## src/rtl/word_asm_pkg.sv

```systemverilog
// Shared types and width helpers for the byte-to-word assembler.
// Holds the FSM state encoding and byte_count / idle timer width functions.
package word_asm_pkg;

  typedef logic [0:0] state_t;

  localparam state_t IDLE    = 1'b0;
  localparam state_t COLLECT = 1'b1;

  // byte_count must also represent N itself
  function automatic int count_width(input int n);
    return $clog2(n) + 1;
  endfunction

  // timer counts 0 .. t-1 before expiring
  function automatic int timer_width(input int t);
    return (t < 2) ? 1 : $clog2(t);
  endfunction

endpackage

```

## src/rtl/word_asm_timeout.sv

```systemverilog
// Idle timer for a partially assembled word.
// Ports: clk, rst_n, clear (restart), run (count this cycle), expired (comb).
module word_asm_timeout
  import word_asm_pkg::*;
#(
  parameter int TIMEOUT_CYCLES = 0
) (
  input  logic clk,
  input  logic rst_n,
  input  logic clear,
  input  logic run,
  output logic expired
);

  localparam int TW = timer_width(TIMEOUT_CYCLES);
  localparam int LIMIT =
    (TIMEOUT_CYCLES > 0) ? TIMEOUT_CYCLES - 1 : 0;
  localparam logic ENABLE = (TIMEOUT_CYCLES > 0);

  logic [TW-1:0] count;

  // expires during the idle cycle that would be number TIMEOUT_CYCLES
  assign expired =
    ENABLE && run && (count == TW'(LIMIT));

  always_ff @(posedge clk or negedge rst_n) begin
    if (!rst_n) begin
      count <= '0;
    end else if (clear || expired) begin
      count <= '0;
    end else if (run) begin
      count <= count + TW'(1);
    end
  end

endmodule

```

## src/rtl/word_assembler.sv

```systemverilog
// Packs a byte stream into N_BYTES-wide words with a one-word output buffer.
// Ports: in_data/in_data_ready, flush, clr_overflow, out_* handshake, status.
module word_assembler
  import word_asm_pkg::*;
#(
  parameter int N_BYTES        = 4,
  parameter int MSB_FIRST      = 1,
  parameter int TIMEOUT_CYCLES = 0
) (
  input  logic                     clk,
  input  logic                     rst_n,
  input  logic [7:0]               in_data,
  input  logic                     in_data_ready,
  input  logic                     flush,
  input  logic                     clr_overflow,
  output logic [8*N_BYTES-1:0]     out_data,
  output logic                     out_valid,
  input  logic                     out_ready,
  output logic [$clog2(N_BYTES):0] byte_count,
  output logic                     overflow,
  output logic                     frame_err
);

  localparam int CW = count_width(N_BYTES);
  localparam int W  = 8 * N_BYTES;

  state_t        state;
  state_t        state_nx;
  logic [W-1:0]  asm_q;
  logic [W-1:0]  asm_nx;
  logic [CW-1:0] lane;
  logic          accept;
  logic          last;
  logic          load;
  logic          drop;
  logic          tmr_run;
  logic          tmr_clear;
  logic          expired;

  // flush wins over a byte in the same cycle
  assign accept = in_data_ready && !flush;
  assign last   = accept &&
                  (byte_count == CW'(N_BYTES - 1));
  // a full buffer being drained this cycle can still take the word
  assign load   = last && (!out_valid || out_ready);
  assign drop   = last && out_valid && !out_ready;

  assign tmr_run   = (state == COLLECT) &&
                     !in_data_ready && !flush;
  assign tmr_clear = accept || flush || (state == IDLE);

  assign lane = (MSB_FIRST != 0)
              ? CW'(N_BYTES - 1) - byte_count
              : byte_count;

  always_comb begin
    asm_nx = asm_q;
    for (int i = 0; i < N_BYTES; i++) begin
      if (lane == CW'(i)) begin
        asm_nx[8*i +: 8] = in_data;
      end
    end
  end

  always_comb begin
    state_nx = state;
    unique case (state)
      IDLE: begin
        if (accept) state_nx = COLLECT;
      end
      COLLECT: begin
        if (flush || expired || last) state_nx = IDLE;
      end
      default: state_nx = IDLE;
    endcase
  end

  word_asm_timeout #(
    .TIMEOUT_CYCLES(TIMEOUT_CYCLES)
  ) u_timeout (
    .clk    (clk),
    .rst_n  (rst_n),
    .clear  (tmr_clear),
    .run    (tmr_run),
    .expired(expired)
  );

  always_ff @(posedge clk or negedge rst_n) begin
    if (!rst_n) begin
      state      <= IDLE;
      byte_count <= '0;
      asm_q      <= '0;
    end else begin
      state <= state_nx;
      if (flush || expired || last) begin
        byte_count <= '0;
        asm_q      <= '0;
      end else if (accept) begin
        byte_count <= byte_count + CW'(1);
        asm_q      <= asm_nx;
      end
    end
  end

  always_ff @(posedge clk or negedge rst_n) begin
    if (!rst_n) begin
      out_data  <= '0;
      out_valid <= 1'b0;
    end else if (load) begin
      out_data  <= asm_nx;
      out_valid <= 1'b1;
    end else if (out_ready) begin
      out_valid <= 1'b0;
    end
  end

  always_ff @(posedge clk or negedge rst_n) begin
    if (!rst_n) begin
      overflow  <= 1'b0;
      frame_err <= 1'b0;
    end else begin
      frame_err <= expired;
      if (drop) begin
        overflow <= 1'b1;
      end else if (clr_overflow) begin
        overflow <= 1'b0;
      end
    end
  end

endmodule

```

## config.mk

```make
export PLATFORM = sky130hd
export DESIGN_NAME = word_assembler
export DESIGN_NICKNAME = d
export VERILOG_FILES = /design/src/rtl/word_asm_pkg.sv /design/src/rtl/word_asm_timeout.sv /design/src/rtl/word_assembler.sv
export SDC_FILE = /design/constraint.sdc
export NUM_CORES = 1
export LEC_CHECK = 0
export ABC_CLOCK_PERIOD_IN_PS = 2500
export BUFFER_PORTS_ARGS = -buffer_cell sky130_fd_sc_hd__buf_2
export CAP_MARGIN = 10
export CORE_MARGIN = 3
export CORE_UTILIZATION = 40
export CTS_BUF_LIST = sky130_fd_sc_hd__clkbuf_4 sky130_fd_sc_hd__clkbuf_8
export DETAILED_ROUTE_END_ITERATION = 8
export GPL_ROUTABILITY_DRIVEN = 0
export GPL_TIMING_DRIVEN = 0
export HOLD_SLACK_MARGIN = 0.1
export SYNTH_ARGS = -nofsm -noshare
export SYNTH_HDL_FRONTEND = slang
export SYNTH_SLANG_ARGS = --single-unit
```

## constraint.sdc

```tcl
create_clock -name clk -period 2.5 [get_ports clk]
set_input_delay 0.5 -clock clk [delete_from_list [all_inputs] [get_ports clk]]
set_output_delay 0.5 -clock clk [all_outputs]
set_load 0.05 [all_outputs]
```

---- Word-level counts from Yosys, hierarchy flattened ----
Cells that the tools add are included.
word-level totals
  word-level logic and storage cells ...... 37
  register bits after elaboration ......... 69
operators by class
  mux-type cells .......................... 12
  reductions and logical operators ........ 14
  add/sub/neg operators ................... 2
  equality and inequality tests ........... 4
operators by type and width
  cell                                                                   count
  32-bit two-way mux                                                     2
  8-bit two-way mux                                                      4
  3-bit by 2-bit equality test with 1-bit output, second input constant  3
  3-bit two-way mux                                                      2
  2-bit nonzero test                                                     3
  1-bit logical AND                                                      5
  1-bit two-way mux                                                      4
  3-bit by 1-bit adder with 3-bit output, second input constant          1
  3-bit by 1-bit equality test with 1-bit output, second input constant  1
  1-bit logical NOT                                                      3
  3-bit logical NOT                                                      1
  2-bit by 3-bit subtractor with 3-bit output, first input constant      1
  1-bit logical OR                                                       2

---- Logic depth before layout (Yosys ltp) ----
Gate-level depths: netlist of run 1.
  depth after elaboration ................. 6
  mapped depth ............................ 8
  mapped depth without buffers ............ 5

---- Modules after synthesis ----
Synthesis of run 1 repeated with hierarchy kept, for this count alone.
second synthesis, totals
  cell total of the unflattened synthesis .. 261
  area total of the unflattened synthesis .. 3304.4 um^2
by module, submodules not included
  module            times used  area an instance (um^2)  cells an instance
  word_assembler    1           3293.2                   259
  word_asm_timeout  1           11.3                     2

---- Least setup slack after synthesis of run 1 ----
Ideal clock, no wire load.
  kind .................................... register to register
  from .................................... register byte_count[0]
  to ...................................... register out_data[10]
  clock period less this slack ............ 2.103 ns
  data arrival time ....................... 1.979 ns
  path buffers ............................ 1
  cell stages (with the launch flop) ...... 7
  data required time ...................... 2.375 ns
  setup slack ............................. 0.397 ns
  library setup time ...................... 0.125 ns
  path through ............................ dfrtp_1 inv_1 ha_1 nand2b_1 clkbuf_1 mux2_2 mux2_2
on the way
  word-level cells in the longest chain between the ends .. 3
  elaborated cells between the ends (all ways) .. 6
RTL lines
  item                                                                                                           line                                        text
  start, declared                                                                                                word_assembler.sv:19                        output logic [$clog2(N_BYTES):0] byte_count,
  start signal, assigned                                                                                         word_assembler.sv:99                        byte_count <= byte_count + CW'(1);
  2-bit by 3-bit subtractor with 3-bit output or 3-bit by 2-bit equality test with 1-bit output (tied branches)  word_assembler.sv:53, word_assembler.sv:43
  3-bit by 1-bit equality test with 1-bit output or 1-bit logical AND (tied branches)                            word_assembler.sv:59, word_assembler.sv:42
  8-bit two-way mux or 1-bit logical AND (tied branches)                                                         word_assembler.sv:59, word_assembler.sv:45
  end signal, assigned                                                                                           word_assembler.sv:110                       out_data <= asm_nx;
  end, declared                                                                                                  word_assembler.sv:16                        output logic [8*N_BYTES-1:0] out_data,
Parallel ways exist; a longest one is shown, timed or not.
A chain may end at the register's enable or synchronous reset.

---- Worst setup path after layout of run 1 ----
  from .................................... register byte_count[0]
  to ...................................... register out_data[15]
The elaborated chain is that of the path after synthesis.

==> results.json, run 1 <==
{
  "syn_area_per_cell_um2": 13.2,
  "slew_violations": 0,
  "critPathCaptureType": "flop",
  "grt_pass1_vias": 1989,
  "hold_viol_final": 0,
  "antenna_found_initial": 0,
  "grt_pass1_wl_mm": 10.2,
  "cts.path.max_buffers": 2,
  "start_kind": "flop",
  "grt_usage_pct": 15.1,
  "critPathKind": "reg -> reg",
  "via_per_inst": 4.85,
  "post-route-drc-count": 0,
  "hp-class": "in -> async",
  "max-slew-margin-rel_pct": 42.5,
  "finalCriticalPeriod_ns": 2.01,
  "port_buffers": 48,
  "grt_use_met3_pct": 3.13,
  "clk_pin_slew_ns": 0.07,
  "timing.rr.start": "byte_count[0]",
  "use_met2_pct": 22.3,
  "r2r-end": "out_data[15]",
  "sw_frac_of_total_pct": 29.5,
  "comb_power_share_pct": 18.5,
  "area_delta_synth_final_pct": 17.1,
  "ys_ff_latch": 69,
  "synth_top_area_cell": "dfrtp_1",
  "drtPass1Iterations": 4,
  "post_cts_buffers": 0,
  "setup_tns_ns": 0,
  "finish.net_count": 325,
  "hpwl_mm": 4.38,
  "synth_top_area_share_pct": 53.2,
  "seq_power_share_pct": 47.5,
  "leakage_uw": 0.00196,
  "yosysSeqAreaShare_pct": 53.2,
  "final_layout_size_suffix_gt1_share_pct": 44.4,
  "wl_per_cell_um": 15.6,
  "mostFrequentLayoutCell": "dfrtp_1",
  "grt_util_met1_pct": 20.8,
  "busiest_layer": "met2",
  "clkPwrFrac_pct": 33.9,
  "worstSkewPairLatency_ns": 0.34,
  "p_total_uw": 2530,
  "final_cell_area_um2": 3800,
  "yosys.cell_types.count": 25,
  "crit_fanout": 8,
  "intPower_uw": 1780,
  "vias": 2004,
  "drt_iter0_drc": 96,
  "totalWireLength_mm": 6.45,
  "start_util_pct": 41.6,
  "fill_cells": 752,
  "power_switching_uw": 747,
  "r2r_setup_slack_ns": 0.49,
  "cts_resized": 0,
  "diodes": 0,
  "power.density_nw_per_um2": 665,
  "grt_max_degree": 70,
  "fin_skew_ns": 0.00425,
  "synth_cells": 247,
  "final_cell_mix": "69 x dfrtp_1, 62 x mux2_2, 52 x buf_2, 33 x nor2_1, 32 x mux2i_1",
  "status": "complete, no violations",
  "postCtsHoldBufs": 0,
  "report.final.setup_viol": 0,
  "r2r_cells": 6,
  "ys.warnings.count": 0,
  "htreeDepth": 3,
  "ir_drop_uv": 350,
  "fin_crit_sh_pct": 80.5,
  "syn-cell-area_um2": 3250,
  "numClockSinks": 69,
  "cts_tree": "built",
  "synth_nets": 266,
  "placed_area_um2": 3620,
  "worst_pin_slew_ns": 0.863,
  "critPathArrivalTime_ns": 2.24,
  "timing.max_cap.violations": 0,
  "coreArea_um2": 7810,
  "synth_area_leaders": "dfrtp_1 53%, mux2_2 21%, mux2i_1 9.9%",
  "fp.dieArea_um2": 9240,
  "rsz0062_at_grt": "false",
  "rows": 32,
  "worstPathRequired_ns": 2.73,
  "antenna_left": 0,
  "cts_inserted_buffers": 9,
  "cts-root-buf": "clkbuf_8",
  "max_freq_mhz": 497,
  "die_y_um": 96.1,
  "die_width_um": 96.1,
  "io_pins": 52,
  "hold_slack_ns": 0.260,
  "grt-ovfl-total": 0
}
-- power groups by stage --
| stage | combinational, µW | clock (µW) | sequential [µW] |
|---|---|---|---|
| finish | 468 | 859 | 1200 |
| global placement | 473 | 0 | 1220 |
| CTS | 478 | 890 | 1200 |
| detailed placement | 477 | 0 | 1230 |
| floorplan | 174 | 0 | 1390 |
| global route | 502 | 920 | 1210 |
-- worst max-delay path, stage by stage (launching register included) --
cell and delay (ns):
dfrtp_1 0.45, inv_1 0.09, ha_1 0.21, nand2b_1 0.07
clkbuf_1 0.41, mux2_2 0.40, mux2_2 0.26
-- routing by layer --
layer	up-vias	part of all wire, %
met5	-	0
met4	0	1.9
met3	9	4.8
met2	44	45
met1	982	49
li1	969	-
-- registers in the layout, summed over array words and instances, names as in the netlist --
| signal | cells |
|---|---|
| asm_q | 32 |
| out_data | 32 |
| byte_count | 3 |
| out_valid | 1 |
| overflow | 1 |
-- synthesized netlist by cell type, drive strengths merged --
cell type	n
nand2b	6
nand2	2
clkbuf	8
mux2i	32
o22ai	1
mux2	64
nor4b	1
buf	10
nand3b	1
inv	4
ha	5
xnor2	1
nor2	33
nor4bb	3
o21bai	1
conb	1
a211oi	1
a21oi	2
dfrtp	69
or3	1
o211ai	1
-- final cells by class --
class                           count  area (µm²)  area share (%)
Buffer                             18         108            2.83
Inverter                            4        15.0           0.395
Clock inverter                      1        5.00           0.132
Sequential cell                    69        1730            45.4
Tap cell                          102         128            3.35
Timing Repair Buffer               48         243            6.38
Multi-Input combinational cell    156        1400            36.8
Clock buffer                       15         181            4.77
-- through the flow --
step	instances	setup slack [ns]	util [%]
after CTS	413	0.447	48.7
final	413	0.488	48.7
after global placement	397	0.437	46.3
after floorplan	247	0.397	-
after detailed placement	397	0.441	46.3
after global routing	413	0.338	48.7
-- kinds of logic after synthesis --
logic type      count (synthesis)  share of synthesized area (%)
mux                            96                           32.0
compound gates                  6                           1.19
xor+xnor                        1                          0.270
other cells                     1                          0.115
buf+inv                        22                           3.77
fa+ha+maj                       5                           1.93
simple gates                   47                           7.51
flops                          69                           53.2
-- worst max path at each step --
stage	cells past startpoint	slack, ns	from	endpoint
finish	6	0.49	byte_count[0]	out_data[15]
global route	6	0.34	byte_count[0]	out_data[25]
CTS	6	0.45	byte_count[0]	out_data[15]
detailed placement	4	0.44	flush	out_data[23]
global placement	5	0.44	in_data_ready	out_data[25]
floorplan	6	0.40	byte_count[0]	out_data[10]
Power figures use the tool's default switching activity.
==> run 2, diff against run 1 <==
- ABC_CLOCK_PERIOD_IN_PS: 2500 -> 2000
- clock period: 2.5 -> 2 ns (I/O delays scaled with it)
==> results.json, run 2 (synthesis gave the netlist of run 1 again) <==
{
  "power.density_nw_per_um2": 856,
  "leakage_uw": 0.00195,
  "antenna_left": 0,
  "diodes": 0,
  "fin_skew_ns": 0.00589,
  "rows": 32,
  "fill_cells": 759,
  "finalCriticalPeriod_ns": 1.86,
  "cts-root-buf": "clkbuf_8",
  "start_kind": "flop",
  "hold_viol_final": 0,
  "post-route-drc-count": 0,
  "die_width_um": 96.1,
  "worstSkewPairLatency_ns": 0.34,
  "setup_tns_ns": 0,
  "timing.rr.start": "byte_count[2]",
  "grt-ovfl-total": 0,
  "reg.largest.list": "asm_q x32, out_data x32, byte_count x3",
  "crit_slowest_cell": "nor4b_4",
  "hp-class": "in -> async",
  "timing.max_cap.violations": 0,
  "io_pins": 52,
  "grt_pass1_vias": 2025,
  "critPathKind": "reg -> reg",
  "final_cell_mix": "67 x dfrtp_1, 62 x mux2_2, 51 x buf_2, 33 x nor2_1, 32 x mux2i_1",
  "crit_fanout": 10,
  "grt_max_degree": 70,
  "cpPeakStageDelay_ns": 0.49,
  "critPathBufInv": 2,
  "r2r_setup_slack_ns": 0.14,
  "totalWireLength_mm": 6.58,
  "cpMostUsedCell": "buf_6",
  "start_util_pct": 41.6,
  "wl_per_cell_um": 16.1,
  "hpwl_mm": 4.35,
  "antenna_found_initial": 0,
  "vias": 2019,
  "drt_iter0_drc": 64,
  "worstPathRequired_ns": 2.22,
  "max-slew-margin-rel_pct": 40.8,
  "clk_pin_slew_ns": 0.07,
  "p_total_uw": 3270,
  "critPathArrivalTime_ns": 2.09,
  "die_y_um": 96.1,
  "final_layout_size_suffix_gt1_share_pct": 45.6,
  "critPathCaptureType": "flop",
  "port_buffers": 48,
  "place_inst": 397,
  "cts_tree": "built",
  "mostFrequentLayoutCell": "dfrtp_1",
  "numClockSinks": 69,
  "cts_inserted_buffers": 9,
  "crit_chain": "buf_6, nand2b_4, nor4b_4, buf_6, mux2_2",
  "slew_violations": 0,
  "max_freq_mhz": 536,
  "pre_cts_slack_ns": 0.0291,
  "status": "complete, no violations",
  "coreArea_um2": 7810,
  "ir_drop_uv": 427,
  "finish.net_count": 321,
  "drtPass1Iterations": 4,
  "fin_crit_sh_pct": 93.2,
  "hold_slack_ns": 0.173,
  "fp.dieArea_um2": 9240,
  "timing.final.ws_setup_ns": 0.135,
  "report.final.setup_viol": 0,
  "path_delay_family": "simple AND/OR/NAND/NOR gates",
  "via_per_inst": 4.94,
  "rsz0062_at_grt": "false",
  "area_delta_synth_final_pct": 17.6,
  "instances_no_fill": 409,
  "r2r_cells": 5,
  "htreeDepth": 3,
  "r2r-end": "out_data[25]",
  "grt_usage_pct": 15.6,
  "cts.path.max_buffers": 2,
  "worst_pin_slew_ns": 0.888,
  "grt_pass1_wl_mm": 10.7
}
## run 2: power breakdown
part           internal (µW)  switching (µW)
Sequential              1470            36.9
Combinational            187             396
Clock                    644             538
Total                   2300             971
## run 2: routing by layer
layer	global-route usage (%)	up-vias	wire length [µm]
met2	22.0	49	2870
met4	5.33	0	89
li1	-	962	-
met5	0	-	0
met3	3.91	10	306
met1	23.3	998	3310
## run 2: how the worst max path moves through the flow
stage | start | end | slack, ns | depth (start not counted)
after CTS | byte_count[0] | out_data[15] | 0.01 | 6
after global placement | rst_n | byte_count[0] | 0.01 | 1
final | byte_count[2] | out_data[25] | 0.14 | 5
after global routing | byte_count[2] | out_data[18] | 0.02 | 5
after detailed placement | byte_count[0] | out_data[15] | 0.03 | 6
after floorplan | byte_count[2] | out_data[0] | 0.03 | 6
## run 2: repair_timing
| item | CTS | global route |
|---|---|---|
| hold buffers | 0 | 0 |
| gates resized for setup | 0 | 1 |
| buffers inserted | 0 | 0 |
| endpoints found under the setup margin | 0 | 37 |
## run 2: layout make-up
class,count,area (µm²),area share (%)
inverters,4,15.0,0.393
clock inverters,5,58.8,1.54
flip-flops and latches,69,1730,45.3
repair buffers,48,243,6.36
plain buffers,14,95.1,2.49
well taps,102,128,3.34
clock buffers,11,151,3.96
multi-input cells,156,1400,36.6
## run 2: per-stage QoR
step           util, %  area (µm²)
2_1_floorplan        -        3250
3_3_place_gp      46.3        3620
3_5_place_dp      46.4        3620
4_1_cts           49.1        3830
5_1_grt           48.9        3820
6_report          48.9        3820
==> run 3, diff against run 2 <==
- CORE_ASPECT_RATIO: not set -> 0.75
==> results.json, run 3 (synthesis gave the netlist of run 1 again) <==
{
  "port_buffers": 48,
  "antenna_found_initial": 0,
  "placed_area_um2": 3620,
  "crit_fanout": 10,
  "post_cts_buffers": 0,
  "cp_num_cells": 5,
  "pre_cts_slack_ns": 0.00722,
  "mostFrequentLayoutCell": "dfrtp_1",
  "worstSkewPairLatency_ns": 0.34,
  "grt_pass1_vias": 2094,
  "timing.final.ws_setup_ns": 0.0822,
  "io_pins": 52,
  "rsz0062_at_grt": "false",
  "p_total_uw": 3150,
  "totalWireLength_mm": 6.64,
  "cts_tree": "built",
  "fin_crit_sh_pct": 95.9,
  "worstPathRequired_ns": 2.22,
  "reg.largest.list": "asm_q x32, out_data x32, byte_count x3",
  "slew_violations": 0,
  "grt-ovfl-total": 0,
  "cts-root-buf": "clkbuf_8",
  "crit_end": "out_data[0]",
  "htreeDepth": 3,
  "drt_iter0_drc": 77,
  "leakage_uw": 0.00194,
  "hold_viol_final": 0,
  "hp-class": "in -> async",
  "cpPeakStageDelay_ns": 0.54,
  "max_freq_mhz": 521,
  "via_per_inst": 4.93,
  "instances_no_fill": 408,
  "r2r_cells": 5,
  "cts_inserted_buffers": 9,
  "timing.rr.start": "byte_count[2]",
  "critPathArrivalTime_ns": 2.14,
  "report.final.setup_viol": 0,
  "drtPass1Iterations": 4,
  "hpwl_mm": 4.38,
  "fp.dieArea_um2": 9250,
  "crit_chain": "buf_6, nand2b_4, nor4b_4, buf_6, mux2_2",
  "die_width_um": 110,
  "cpMostUsedCell": "buf_6",
  "status": "complete, no violations",
  "start_kind": "flop",
  "crit_start": "byte_count[2]",
  "diodes": 0,
  "area_delta_synth_final_pct": 16.8,
  "clk_pin_slew_ns": 0.07,
  "grt_usage_pct": 15.8,
  "grt_max_degree": 70,
  "fin_skew_ns": 0.00880,
  "start_util_pct": 42.7,
  "critPathKind": "reg -> reg",
  "setup_tns_ns": 0,
  "crit_slowest_cell": "nor4b_4",
  "final_cell_area_um2": 3790,
  "cts.path.max_buffers": 2,
  "path_delay_family": "simple AND/OR/NAND/NOR gates",
  "cts_resized": 0,
  "final_layout_size_suffix_gt1_share_pct": 45.6,
  "postCtsHoldBufs": 0,
  "worst_pin_slew_ns": 0.900,
  "r2r-end": "out_data[0]",
  "post-route-drc-count": 0,
  "vias": 2010,
  "die_y_um": 84.0,
  "grt_pass1_wl_mm": 11.1,
  "r2r_setup_slack_ns": 0.08,
  "max-slew-margin-rel_pct": 40.0,
  "final_cell_mix": "67 x dfrtp_1, 62 x mux2_2, 52 x buf_2, 33 x nor2_1, 32 x mux2i_1",
  "wl_per_cell_um": 16.3,
  "ir_drop_uv": 438,
  "timing.max_cap.violations": 0,
  "rows": 27,
  "power.density_nw_per_um2": 831,
  "critPathCaptureType": "flop",
  "place_inst": 396,
  "coreArea_um2": 7600,
  "finish.net_count": 321,
  "numClockSinks": 69,
  "finalCriticalPeriod_ns": 1.92,
  "antenna_left": 0,
  "critPathBufInv": 2
}
## run 3: cell count changes in the layout (fill, tap and decap cells not counted), sizes merged
cell,before,now
buf,57,58
bufinv,1,0
clkinv,2,0
clkinvlp,2,3
inv,4,5
## run 3: routing by layer
metal	track usage (%)	vias up	routed length (µm)
met5	0	-	0
met4	4.42	0	69
met3	5.03	9	357
met2	22.0	51	2870
met1	23.3	989	3340
li1	-	961	-
## run 3: area by class of cell
type / instances / area, µm²
plain buffers: 14 / 92.6
clock buffers: 12 / 159
clock inverters: 4 / 31.3
fillers: 709 / 3810
inverters: 4 / 15.0
multi-input cells: 156 / 1400
flip-flops and latches: 69 / 1730
well taps: 101 / 126
repair buffers: 48 / 243
## run 3: how the worst min path moves through the flow
stage	startpoint	slack [ns]	end
final	rst_n	0.17	byte_count[2]
after global placement	out_data[18]	0.47	out_data[18]
after detailed placement	out_data[20]	0.47	out_data[20]
after global routing	rst_n	0.23	byte_count[2]
after CTS	rst_n	0.19	byte_count[1]
after floorplan	rst_n	0.10	asm_q[0]
## run 3: power breakdown
| group | leakage [µW] | internal, µW | switching (µW) | total, µW |
|---|---|---|---|---|
| logic | 0.000906 | 187 | 399 | 586 |
| registers | 0.000942 | 1470 | 36.9 | 1500 |
| clock network | 0.0000887 | 536 | 527 | 1060 |
## run 3: metrics by stage
| step | util (%) | hold WS (ns) |
|---|---|---|
| after global placement | 47.6 | 0.466 |
| final | 49.9 | 0.171 |
| after detailed placement | 47.6 | 0.473 |
| after CTS | 50.1 | 0.195 |
| after floorplan | - | 0.104 |
| after global routing | 49.9 | 0.230 |
